### src/rtl/load_store_unit.sv
// rtl/load_store_unit.sv - load/store unit with sub-word extension and read-modify-write stores; LSU_MISALIGN_TRAP_EN enables misalignment faults
module load_store_unit #(
    parameter int ADDR_BITS = 5
) (
    input  logic        clock,
    input  logic        reset,
    input  logic        req_valid,
    output logic        req_ready,
    input  logic        req_write,
    input  logic [2:0]  req_funct3,
    input  logic [31:0] req_addr,
    input  logic [31:0] req_wdata,
    output logic        resp_valid,
    output logic [31:0] resp_rdata,
    output logic        resp_fault,
    output logic        mem_write,
    output logic        mem_read,
    output logic [31:0] mem_address,
    output logic [31:0] mem_write_data,
    input  logic [31:0] mem_result
);

    typedef enum logic [1:0] {IDLE, ISSUE, LOAD_DONE, RMW_WRITE} state_t;

    state_t      state, state_next;
    logic        is_write_q;
    logic [2:0]  funct3_q;
    logic [1:0]  offset_q;
    logic [31:0] wdata_q;
    logic        fault_q;
    logic [31:0] address_q;

    logic        accept;
    logic        code_ok;
    logic        req_fault;
    logic [1:0]  aligned_off;
    logic        unused_addr;

    assign accept      = req_valid && req_ready;
    assign unused_addr = ^req_addr[31:ADDR_BITS+2];

    // Half and word offsets are rounded down to natural alignment.
    always_comb begin
        code_ok     = req_write ? (req_funct3 inside {3'b000, 3'b001, 3'b010})
                                : (req_funct3 inside {3'b000, 3'b001, 3'b010, 3'b100, 3'b101});
        aligned_off = req_addr[1:0];
        case (req_funct3[1:0])
            2'b01:   aligned_off = {req_addr[1], 1'b0};
            2'b10:   aligned_off = 2'b00;
            default: aligned_off = req_addr[1:0];
        endcase
`ifdef LSU_MISALIGN_TRAP_EN
        req_fault = !code_ok
                 || (req_funct3[1:0] == 2'b01 && req_addr[0])
                 || (req_funct3[1:0] == 2'b10 && req_addr[1:0] != 2'b00);
`else
        req_fault = !code_ok;
`endif
    end

    always_ff @(posedge clock) begin
        if (!reset) begin
            state      <= IDLE;
            is_write_q <= 1'b0;
            funct3_q   <= 3'b000;
            offset_q   <= 2'b00;
            wdata_q    <= 32'h0;
            fault_q    <= 1'b0;
            address_q  <= 32'h0;
        end else begin
            state <= state_next;
            if (accept) begin
                is_write_q <= req_write;
                funct3_q   <= req_funct3;
                offset_q   <= aligned_off;
                wdata_q    <= req_wdata;
                fault_q    <= req_fault;
                address_q  <= {{(32-ADDR_BITS){1'b0}}, req_addr[ADDR_BITS+1:2]};
            end
        end
    end

    logic [31:0] shifted;
    logic [31:0] load_data;
    logic [3:0]  lane_mask;
    logic [31:0] store_lanes;
    logic [31:0] merged;

    always_comb begin
        shifted = mem_result >> {offset_q, 3'b000};
        case (funct3_q[1:0])
            2'b00:   load_data = {{24{!funct3_q[2] & shifted[7]}}, shifted[7:0]};
            2'b01:   load_data = {{16{!funct3_q[2] & shifted[15]}}, shifted[15:0]};
            default: load_data = mem_result;
        endcase
        lane_mask   = (funct3_q[1:0] == 2'b00) ? (4'b0001 << offset_q) : (4'b0011 << offset_q);
        store_lanes = (funct3_q[1:0] == 2'b00) ? {4{wdata_q[7:0]}} : {2{wdata_q[15:0]}};
        for (int i = 0; i < 4; i++) begin
            merged[8*i +: 8] = lane_mask[i] ? store_lanes[8*i +: 8] : mem_result[8*i +: 8];
        end
    end

    always_comb begin
        state_next     = state;
        req_ready      = (state == IDLE) && reset;
        mem_read       = 1'b0;
        mem_write      = 1'b0;
        resp_valid     = 1'b0;
        resp_fault     = 1'b0;
        resp_rdata     = 32'h0;
        mem_address    = address_q;
        mem_write_data = wdata_q;
        case (state)
            IDLE: begin
                if (accept) state_next = ISSUE;
            end
            ISSUE: begin
                if (fault_q) begin
                    resp_valid = 1'b1;
                    resp_fault = 1'b1;
                    state_next = IDLE;
                end else if (is_write_q && funct3_q[1:0] == 2'b10) begin
                    mem_write  = 1'b1;
                    resp_valid = 1'b1;
                    state_next = IDLE;
                end else begin
                    mem_read   = 1'b1;
                    state_next = is_write_q ? RMW_WRITE : LOAD_DONE;
                end
            end
            LOAD_DONE: begin
                resp_valid = 1'b1;
                resp_rdata = load_data;
                state_next = IDLE;
            end
            RMW_WRITE: begin
                mem_write      = 1'b1;
                resp_valid     = 1'b1;
                mem_write_data = merged;
                state_next     = IDLE;
            end
            default: state_next = IDLE;
        endcase
    end

endmodule

### config.mk
export PLATFORM = sky130hd
export DESIGN_NAME = load_store_unit
export DESIGN_NICKNAME = d
export VERILOG_FILES = /design/src/rtl/load_store_unit.sv
export SDC_FILE = /design/constraint.sdc
export NUM_CORES = 1
export LEC_CHECK = 0
export CAP_MARGIN = 20
export CORE_UTILIZATION = 40
export CTS_CLUSTER_SIZE = 25
export DETAILED_ROUTE_END_ITERATION = 16
export PLACE_DENSITY_LB_ADDON = 0.15
export SLEW_MARGIN = 20
export SYNTH_ARGS = -nofsm -noshare
export SYNTH_HDL_FRONTEND = slang
export SYNTH_SLANG_ARGS = --single-unit
export TNS_END_PERCENT = 1
### constraint.sdc
create_clock -name clock -period 1.65 [get_ports clock]
set_input_delay 0.165 -clock clock [delete_from_list [all_inputs] [get_ports clock]]
set_output_delay 0.165 -clock clock [all_outputs]
set_load 0.05 [all_outputs]
==> results.md <==
Status:
- The run finished, with violations left.
- The final reports fail on negative setup slack.

Synthesis:
- The post-synthesis share of cell area spent on xor and xnor gates is 0.235%.
- The adder-cell area share of the yosys netlist is 1.01%.
- After technology mapping, the gate count stands at 483.
- Of all flip-flops after synthesis, the portion carrying an async set or reset was 0%.
- In the post-synthesis netlist, the biggest area contributors are dfxtp_1, nand2_1, a21boi_1.
- The count of yosys warnings during synthesis is 0.
- The area share of and/or/nand/nor cells after synthesis is 22.4%.
- For this run, the register share of the synthesized area comes to 24.7%.
- The proportion of netlist area held by the largest area contributor is 24.7%.
- The synthesized area divided by synthesized cell count is 7.72 um2.
- The largest area contributor in the netlist is dfxtp_1.
- The number of different library cells used by synthesis comes to 49.
- The fraction of synthesized area in multiplexers is 10.8%.
- By area, the combinational part of the netlist is dominated by compound AO/OA/AOI/OAI gates.
- Summing every instance area after synthesis gives 3730 um2.
- The leading cell type by number of instances after synthesis is nand2_1.
- In this run, synthesis inferred 0 flip-flops with an integrated enable.
- The prevailing post-synth register cell is dfxtp_1.
- In this run, synthesis produced a sequential element count of 46.
- Summing the areas of all compound-gate instances in the mapped netlist gives 27.9% of the synthesized area.
- By count the netlist is led by nand2_1, dfxtp_1, a21boi_1.

Routing:
- The per-cell via count in the routed design is 5.32.
- In the routed design, unresolved DRC markers number 0.
- The total detailed-routing wirelength is 12,900 um.
- The post-detailed-route count of antenna-violating nets is 0.
- Dividing the detail-routed wire length by the instance count gives 16.7 um.
- The total iterations of the first detailed-routing run is 5.
- The overall via count from detail_route is 4,107.
- The iteration-0 DRC count of the detailed router is 172.

STA:
- The minimum clock period is 2.04 ns.
- The portion of the clock cycle consumed by the worst path in the final layout is 124%.
- Setup repair after global routing could not meet its margin everywhere.
- The hold violation total from the final report is 0.
- Timing would allow up to 0.490 GHz.
- The count of pins over their slew limit was 0.
- At the pin with the least slew margin, the transition time is 0.521 ns.
- The largest clock skew in the final design is 0.00388 ns.
- In the post-route analysis, the smallest setup slack over all paths is -0.390 ns.
- Adding up every negative setup slack in the final design gives -19.70 ns.
- Headroom to the max-slew limit came out at 65.2%.
- Hold is met by 0.392 ns.
- The final setup violation count is 67.

Clocking:
- The cell sitting at the root of the clock tree is a clkbuf_8.
- The TritonCTS clock tree is yes.
- The number of clock buffers added by TritonCTS is 5.
- Clock-pin slew was measured on the worst setup and hold paths at 0.09 ns.
- CTS built an H-tree with a depth of 2.
- The maximum buffer depth of the clock tree is 2.
- CTS saw 46 sinks.
- The later pin in the worst-skew pair is clocked with a latency of 0.30 ns.
- The number of hold-repair buffers added at the cts stage is 0.

Critical path:
- For the worst setup path, the data required time is 1.48 ns.
- The worst setup path category is register to output port.
- For the worst setup path, the data arrival time is 1.87 ns.
- The largest fanout on the critical path is 16.
- STA classifies the critical path startpoint as a register.
- The worst setup path is captured at an output port.

Global routing:
- Entering global routing, the biggest net connects 46 pins.
- The global route total overflow is 0.
- The global router's overall resource usage is 25.7%.
- The number of global-route vias before repair is 3,655.
- The number of antenna violations at the first check in global routing was 0.
- The first global-routing pass estimated 19,800 um of wire.

Power and ir drop:
- Power comes to 0.00372 W.
- The combinational cell fraction of total power is 43.9%.
- In this run the power spent charging and discharging nets is 0.00137 W.
- In this run the static leakage power is 2.66 nW.
- The power share of the clock group is 23.4%.
- Registers are responsible for 32.7% of the overall power.
- The proportion of total power due to net switching is 36.9%.
- The internal power summed over all cells is 0.00235 W.
- IR analysis of the VDD net gives a maximum drop of 0.000417 V.
- Power spread over the standard cell area amounts to 576 nW/um2.

Floorplanning:
- The core region is 8890 um2.
- In this run the horizontal extent of the chip is 98.6 um.
- The die area is 9720 um2.
- In this run the core area contains 34 standard-cell rows.
- The number of top-level design ports is 204.
- In this run the vertical extent of the chip is 98.6 um.
- The initial standard-cell utilization of the core is 42.0%.

Place:
- Routability-driven placement finished with a final weighted congestion of 0.838.
- The detailed placement HPWL is 9700 um.
- During placement, the flow inserted port buffers numbering 151.

Layout:
- The ratio of cells with drive above 1 in the final layout is 35.5%.
- After the last flow step, the layout net total stands at 769.
- The antenna diode count is 0.
- The area overhead of the layout relative to synthesis is 73.2%.

Worst hold path:
- In this run the worst hold path is classified as input pin to register.

Flow run:
- The number of max-cap violations is 0.
worst paths after layout:
| kind | startpoint | endpoint | slack, ns | depth (start not counted) |
|---|---|---|---|---|
| setup reg to reg | state[0]$_SDFFE_PN0P_ | offset_q[1]$_SDFFE_PN0P_ | 0.14 | 6 |
| hold / removal | req_addr[4] | mem_address[2]$_SDFFE_PN0P_ | 0.39 | 3 |
| hold reg to reg | wdata_q[22]$_SDFFE_PN0P_ | wdata_q[22]$_SDFFE_PN0P_ | 0.46 | 2 |
| setup / recovery | offset_q[1]$_SDFFE_PN0P_ | resp_rdata[30] | -0.39 | 7 |
power groups by stage:
stage | Combinational, W | Clock, W | Sequential [W]
3_5_place_dp | 0.00154 | 0 | 0.00124
4_1_cts | 0.00160 | 0.000884 | 0.00122
5_1_grt | 0.00172 | 0.000930 | 0.00122
6_report | 0.00163 | 0.000869 | 0.00122
2_1_floorplan | 0.000893 | 0 | 0.00124
3_3_place_gp | 0.00153 | 0 | 0.00124
repair_timing:
action	in CTS	in global routing
setup buffers	2	0
setup endpoints to repair	67	71
resized for setup	51	29
hold endpoints to repair	0	0
pin swaps	11	9
logic make-up (layout without fill, tap and decap cells):
| family | after synthesis | count (layout) |
|---|---|---|
| simple gates | 178 | 178 |
| compound gates | 145 | 145 |
| buf+inv | 72 | 227 |
| flops | 46 | 46 |
| mux | 37 | 37 |
| fa+ha+maj | 3 | 3 |
| other cells | 1 | 27 |
| xor+xnor | 1 | 1 |
registers in the layout, indices dropped and copies added (netlist names):
name,flops
fault_q,1
funct3_q,3
is_write_q,1
mem_address,5
offset_q,2
state,2
wdata_q,32
cells in the final DEF (no fill, tap or decap), types with 5 or more instances in the layout:
master           netlist  final
o21ai_1                8      6
o31ai_1                7      7
a21oi_2                7     14
a21o_1                 9      9
buf_4                 30     65
mux2i_2                0     12
mux2i_1               20      5
buf_6                 11     12
clkbuf_8               0      5
nand2b_1              11     10
mux2_2                16     16
nand2_1              118    118
nor2_1                20     18
clkdlybuf4s50_1        0     79
o21ai_0               17     15
a211oi_2               0      5
o221a_2                7      7
a221oi_2               0      6
a21boi_1              40     40
a21oi_1               17     10
a31oi_1                8      7
buf_12                 0     55
nor3b_2                0      6
dfxtp_1               46     42
conb_1                 1     27
cell type report:
cell class	instances	area, um2
clock buffers	6	72.6
clock inverters	2	37.5
fillers	691	2430
inverters	4	15.0
multi-input cells	391	2700
flip-flops and latches	46	936
well taps	108	135
repair buffers	215	2570
metal layers:
layer  wire (um)  track usage, %
met5           0               0
met4          80            3.79
met3         856            4.26
met2        5940            40.5
met1        5990            37.7
worst max-delay path, cell delays in order, from the launching register on:
cell     delay, ns
dfxtp_4       0.38
buf_6         0.13
mux2i_4       0.30
o22ai_2       0.12
o21ai_4       0.19
buf_12        0.17
a21oi_1       0.08
buf_4         0.19
metrics by stage:
| stage | util, % | worst slack, ns | cells | cell area, um2 |
|---|---|---|---|---|
| floorplan | - | -0.380 | 509 | 3840 |
| global placement | 67.5 | -0.291 | 762 | 6000 |
| detailed placement | 67.5 | -0.312 | 762 | 6000 |
| CTS | 71.1 | -0.427 | 772 | 6320 |
| global route | 72.6 | -0.492 | 772 | 6460 |
| finish | 72.6 | -0.390 | 772 | 6460 |
(Power assumes the default switching activity.)
